$ cat config.mk
export PLATFORM = sky130hd
export DESIGN_NAME = seven_segment_scan_scheduler
export DESIGN_NICKNAME = d
export VERILOG_FILES = /design/src/rtl/seven_segment_scan_scheduler.sv
export SDC_FILE = /design/constraint.sdc
export NUM_CORES = 1
export LEC_CHECK = 0
export CAP_MARGIN = 25
export CORE_UTILIZATION = 52
export CTS_BUF_LIST = sky130_fd_sc_hd__clkbuf_8
export DETAILED_ROUTE_END_ITERATION = 6
export GPL_ROUTABILITY_DRIVEN = 0
export PLACE_DENSITY_LB_ADDON = 0.08
export SLEW_MARGIN = 25
export SYNTH_ARGS = -nofsm -noshare
export SYNTH_HDL_FRONTEND = slang
export SYNTH_SLANG_ARGS = --single-unit
$ cat constraint.sdc
create_clock -name clk -period 5.8 [get_ports clk]
set_input_delay 1.16 -clock clk [delete_from_list [all_inputs] [get_ports clk]]
set_output_delay 1.16 -clock clk [all_outputs]
set_load 0.01 [all_outputs]
$ cat src/rtl/seven_segment_scan_scheduler.sv
// -----------------------------------------------------------------------------
// seven_segment_scan_scheduler
//
// Time-multiplexes a shared w_digit-digit seven-segment display. Each digit
// owns a fixed slot of slot_cycles clocks. The first blank_cycles clocks of
// every slot are dead time: digit and abcdefgh are held at zero so the
// previous digit's pattern cannot ghost onto the next one. In the remainder
// of the slot the digit pattern is shown through a 16-level PWM. Digits
// masked off by digit_en still use their full slot, which keeps the refresh
// period fixed at w_digit*slot_cycles.
//
// Parameters:
//   clk_mhz      system clock frequency in MHz
//   w_digit      number of digits scanned
//   digit_hz     slot rate; slot_cycles = clk_mhz*1_000_000/digit_hz
//   blank_cycles dead-time cycles at the start of each slot
//
// Ports:
//   clk          system clock
//   rst_n        asynchronous active-low reset
//   segments     abcdefgh pattern per digit, digit i at [8*i+7:8*i], 1 = lit
//   digit_en     per-digit enable mask, 1 = digit shown
//   brightness   0 = 1/16 duty ... 15 = always on
//   abcdefgh     active-high segment drive (registered)
//   digit        one-hot active-high digit select (registered)
//   frame_start  one-cycle pulse on the BLANK entry of slot 0 (registered)
//
// Build option:
//   SEVEN_SEGMENT_SCAN_FRAME_SNAPSHOT_EN
//     When defined, segments and digit_en are copied into shadow registers
//     at every frame_start and once right after reset release; every slot of
//     a frame then reads the shadow copy, so a frame is one coherent image.
//     When undefined, each slot latches the live inputs at its ON entry.
// -----------------------------------------------------------------------------
module seven_segment_scan_scheduler #(
  parameter int clk_mhz      = 100,
  parameter int w_digit      = 8,
  parameter int digit_hz     = 1000,
  parameter int blank_cycles = 64
) (
  input  logic                   clk,
  input  logic                   rst_n,
  input  logic [8*w_digit-1:0]   segments,
  input  logic [w_digit-1:0]     digit_en,
  input  logic [3:0]             brightness,
  output logic [7:0]             abcdefgh,
  output logic [w_digit-1:0]     digit,
  output logic                   frame_start
);

  localparam int slot_cycles = clk_mhz * 1_000_000 / digit_hz;
  localparam int cw          = $clog2(slot_cycles);
  localparam int iw          = (w_digit > 1) ? $clog2(w_digit) : 1;

  localparam logic [cw-1:0] last_cnt  = cw'(slot_cycles - 1);
  localparam logic [cw-1:0] blank_cnt = cw'(blank_cycles);
  localparam logic [iw-1:0] last_idx  = iw'(w_digit - 1);

  // Parameter sanity: the ON window must leave room for at least one full
  // PWM period, and every slot must start with at least one blank cycle.
  if (slot_cycles <= blank_cycles + 16) begin : g_bad_slot
    $error("seven_segment_scan_scheduler: slot_cycles must exceed blank_cycles + 16");
  end
  if (blank_cycles < 1) begin : g_bad_blank
    $error("seven_segment_scan_scheduler: blank_cycles must be at least 1");
  end
  if (w_digit < 1) begin : g_bad_width
    $error("seven_segment_scan_scheduler: w_digit must be at least 1");
  end

  typedef enum logic {
    ST_BLANK = 1'b0,
    ST_ON    = 1'b1
  } state_t;

  state_t               state_reg;
  logic [cw-1:0]        cnt_reg;
  logic [iw-1:0]        idx_reg;
  logic [3:0]           pwm_reg;
  logic [7:0]           pat_reg;
  logic                 en_reg;
  logic [7:0]           abcdefgh_reg;
  logic [w_digit-1:0]   digit_reg;
  logic                 frame_start_reg;

  logic [cw-1:0]        cnt_next;
  logic [iw-1:0]        idx_next;
  logic [3:0]           pwm_next;
  logic                 cnt_wrap;
  logic                 frame_wrap;
  logic                 lit;

  // Pattern/enable source that the slots latch from.
  logic [8*w_digit-1:0]      seg_flat;
  logic [w_digit-1:0]        en_flat;
  logic [w_digit-1:0][7:0]   seg_src;
  logic [w_digit-1:0]        onehot;
  logic [7:0]                sel_pat;
  logic                      sel_en;

  always_comb begin
    cnt_wrap   = (cnt_reg == last_cnt);
    cnt_next   = cnt_wrap ? '0 : cnt_reg + 1'b1;
    frame_wrap = cnt_wrap && (idx_reg == last_idx);
    if (cnt_wrap) begin
      idx_next = (idx_reg == last_idx) ? '0 : idx_reg + 1'b1;
    end else begin
      idx_next = idx_reg;
    end
    pwm_next = pwm_reg + 4'd1;
    // The registered output shows the cycle that pwm_next belongs to.
    lit      = (pwm_next <= brightness);
    sel_pat  = seg_src[idx_reg];
    sel_en   = en_flat[idx_reg];
  end

  genvar gi;
  generate
    for (gi = 0; gi < w_digit; gi++) begin : g_digit
      assign seg_src[gi] = seg_flat[8*gi +: 8];
      assign onehot[gi]  = (idx_reg == iw'(gi));
    end
  endgenerate

`ifdef SEVEN_SEGMENT_SCAN_FRAME_SNAPSHOT_EN
  logic [8*w_digit-1:0] shadow_seg_reg;
  logic [w_digit-1:0]   shadow_en_reg;
  logic                 snap_armed_reg;

  // Capture on the first clock after reset release, then on every
  // frame_start edge, so slot 0's ON entry always sees a fresh frame.
  always_ff @(posedge clk or negedge rst_n) begin
    if (!rst_n) begin
      shadow_seg_reg <= '0;
      shadow_en_reg  <= '0;
      snap_armed_reg <= 1'b0;
    end else if (!snap_armed_reg || frame_wrap) begin
      shadow_seg_reg <= segments;
      shadow_en_reg  <= digit_en;
      snap_armed_reg <= 1'b1;
    end
  end

  assign seg_flat = shadow_seg_reg;
  assign en_flat  = shadow_en_reg;
`else
  assign seg_flat = segments;
  assign en_flat  = digit_en;
`endif

  always_ff @(posedge clk or negedge rst_n) begin
    if (!rst_n) begin
      state_reg       <= ST_BLANK;
      cnt_reg         <= '0;
      idx_reg         <= '0;
      pwm_reg         <= '0;
      pat_reg         <= '0;
      en_reg          <= 1'b0;
      abcdefgh_reg    <= '0;
      digit_reg       <= '0;
      frame_start_reg <= 1'b0;
    end else begin
      cnt_reg         <= cnt_next;
      idx_reg         <= idx_next;
      pwm_reg         <= pwm_next;
      frame_start_reg <= frame_wrap;
      case (state_reg)
        ST_BLANK: begin
          digit_reg    <= '0;
          abcdefgh_reg <= '0;
          // Entering ON: blank_cycles >= 1 guarantees the index does not
          // move on this edge, so idx_reg already names the new slot.
          if (cnt_next == blank_cnt) begin
            state_reg    <= ST_ON;
            pat_reg      <= sel_pat;
            en_reg       <= sel_en;
            digit_reg    <= sel_en ? onehot : '0;
            abcdefgh_reg <= (sel_en && lit) ? sel_pat : 8'h00;
          end
        end
        ST_ON: begin
          if (cnt_wrap) begin
            state_reg    <= ST_BLANK;
            digit_reg    <= '0;
            abcdefgh_reg <= '0;
          end else begin
            digit_reg    <= en_reg ? onehot : '0;
            // A disabled digit keeps the segment bus dark as well.
            abcdefgh_reg <= (en_reg && lit) ? pat_reg : 8'h00;
          end
        end
        default: begin
          state_reg    <= ST_BLANK;
          digit_reg    <= '0;
          abcdefgh_reg <= '0;
        end
      endcase
    end
  end

  assign abcdefgh    = abcdefgh_reg;
  assign digit       = digit_reg;
  assign frame_start = frame_start_reg;

endmodule

==> impl_metrics.tcl <==
set metrics [dict create \
    outcome "finished, final reports clean" \
    cts_root_buf "clkbuf_8" \
    skew_ns 0.00601 \
    fp-row-count 27 \
    clock_latency_ns 0.30 \
    fillCellCount 409 \
    powerDensity_mw_per_mm2 162 \
    drtAntennaViolNets 0 \
    n_antenna_cell 0 \
    clk_path_buf_depth 2 \
    place_ws_ns 1.91 \
    syn_area_mm2 0.00310 \
    critPathKind "in2reg" \
    cts_buffers 5 \
    core_area_mm2 0.00561 \
    synth_cell_types 45 \
    wl_per_cell_um 15.6 \
    worst_setup_path_end_kind "flop" \
    cts_max_level 2 \
    final_area_mm2 0.00415 \
    avgSynthCellArea_um2 10.7 \
    leakage_nw 1.78 \
    async_flop_share_pct 100 \
    dr.pass1.iters 4 \
    grt_pass1_wl_um 11900 \
    wirelength_um 6990 \
    worstPathRequired_ns 6.02 \
    die_y_um 79.2 \
    die_x_um 79.2 \
    cts_resized 0 \
    clkSlewWorstSetupHoldPaths_ns 0.09 \
    vias 2531 \
    yosysSeqAreaShare_pct 41.2 \
    nets 465 \
    synthFlopType "dfrtp_1" \
    relSlewSlack_pct 45.2 \
    grt_max_degree 52 \
    maxCapViolCount 0 \
    syn_to_final_growth_pct 34.1 \
    overflow 0 \
    yosysTopAreaCell "dfrtp_1" \
    cts_tree "yes" \
    largest_reg_flops 17 \
    grtUsageTotal_pct 24.8 \
    drive_above_1_share_pct 12.8 \
    final-hold-violation-count 0 \
    drt_iter0_markers 158 \
    synth_top_area_share_pct 41.2 \
    yosys_register_bits 51 \
    synth_commonest_cells "dfrtp_1 (51), nand2_1 (41), nand3_1 (24), o21ai_0 (20), mux4_2 (18)" \
    syn-instance-count 290 \
    hold_class "reg2reg" \
    clkSinkCount 51 \
    crit_path_max_fanout 9 \
    antenna_found_initial 0 \
    grt_pass1_vias 2511 \
    irDropWorstVdd_v 0.000106 \
    fin_tns_setup_ns 0 \
    synth.most_common_cell "dfrtp_1" \
    fin_crit_ns 3.42 \
    place_hpwl_um 5440 \
    die_area_mm2 0.00627 \
    fin_crit_sh_pct 59.0 \
    start_kind "primary input" \
    synth_warnings 0 \
    finalMaxSlewViolations 0 \
    post_drt_via_cell_ratio 5.66 \
    postCtsSetupBuffers 0 \
    synth-edff-count 0 \
    ys_top_cells_by_area "dfrtp_1 (41%), mux4_2 (13%), nand2_1 (5.0%), ha_1 (4.8%), nand3_1 (3.9%)" \
    port_buffers 94 \
    clock.fmax_mhz 292 \
    start_util_pct 55.2 \
    final.setup.worst_slack_ns 2.38 \
    cp_data_arrival_time_ns 3.64 \
    top_level_ports 95 \
    worst_pin_slew_ns 0.822 \
    syn-num-nets 380 \
    setup_viol 0 \
    rsz0062_at_grt "no" \
    cts_hold_buffers 0 \
    postPlaceCellArea_mm2 0.00404 \
    drcViolationCount 0 \
]
==> metal layers <==
layer / part of all wire, % / routed length, um / track usage, %
met1: 45 / 3120 / 33.3
met2: 49 / 3420 / 40.9
met3: 5.6 / 389 / 5.40
met4: 0.96 / 67 / 5.82
met5: 0 / 0 / 0
==> layout by cell type, fill, tap and decap left out, types with 4 or more instances in the layout <==
| master | instances |
|---|---|
| inv_1 | 11 |
| clkbuf_8 | 5 |
| o21ai_0 | 20 |
| clkdlybuf4s50_1 | 93 |
| xnor2_1 | 13 |
| mux2_2 | 6 |
| nand3_1 | 24 |
| nand4_1 | 8 |
| xor2_1 | 5 |
| and4_1 | 4 |
| ha_1 | 12 |
| nand2_1 | 41 |
| mux4_2 | 18 |
| nor2_1 | 14 |
| dfrtp_1 | 51 |
==> logic make-up (layout without fill, tap and decap cells) <==
kind of cell	count (synthesis)	count (layout)	synth area share (%)
DFF	51	51	41.2
buffers and inverters	30	115	4.48
AOI/OAI and AO/OA	34	34	7.07
muxes	28	28	17.0
and+or+nand+nor	117	117	20.3
adders and majority gates	12	12	4.85
xor gates and xnor gates	18	18	5.09
==> cell type report <==
class / instances / area (um^2) / share of cell area, %
Multi-Input combinational cell: 209 / 1680 / 40.5
Sequential cell: 51 / 1280 / 30.7
Timing Repair Buffer: 96 / 953 / 23.0
Tap cell: 72 / 90.1 / 2.17
Clock buffer: 5 / 68.8 / 1.66
Inverter: 12 / 45.0 / 1.08
Clock inverter: 2 / 37.5 / 0.904
==> through the flow <==
step	cells	total power (W)	hold WS, ns	utilization (%)
global route	447	0.000704	0.511	74.1
floorplan	290	0.000383	0.447	-
detailed placement	439	0.000445	0.484	72.0
CTS	446	0.000681	0.499	73.9
global placement	439	0.000442	0.464	72.0
finish	447	0.000674	0.495	74.1
==> report_power, final <==
group / leakage (nW) / switching, W / total (W) / internal [W]
sequential: 0.692 / 0.000000171 / 0.000356 / 0.000356
combinational: 1.04 / 0.0000233 / 0.0000814 / 0.0000582
clock: 0.0502 / 0.000111 / 0.000237 / 0.000126
total: 1.78 / 0.000134 / 0.000674 / 0.000540
==> critical path: stages <==
cell and delay [ns]:
clkdlybuf4s50_1 0.45, inv_1 0.04, ha_1 0.29, nor2b_1 0.14
o21a_1 0.16, o21a_1 0.16, o21ai_1 0.43, buf_4 0.26
or4bb_1 0.48, o21ai_0 0.08
==> final timing paths <==
| kind | end | slack (ns) | cells after the start | startpoint |
|---|---|---|---|---|
| worst min-delay path | abcdefgh[7] | 0.50 | 2 | pat_reg[7] |
| worst max register to register | pat_reg[4] | 2.79 | 7 | cnt_reg[0] |
| worst min register to register | abcdefgh[7] | 0.50 | 2 | pat_reg[7] |
| max in group asynchronous | pat_reg[7] | 4.52 | 1 | rst_n |
| worst max-delay path | abcdefgh[6] | 2.38 | 10 | brightness[1] |
| min in group asynchronous | cnt_reg[2] | 0.87 | 1 | rst_n |
Note: power is estimated with default switching activity, not from simulation.
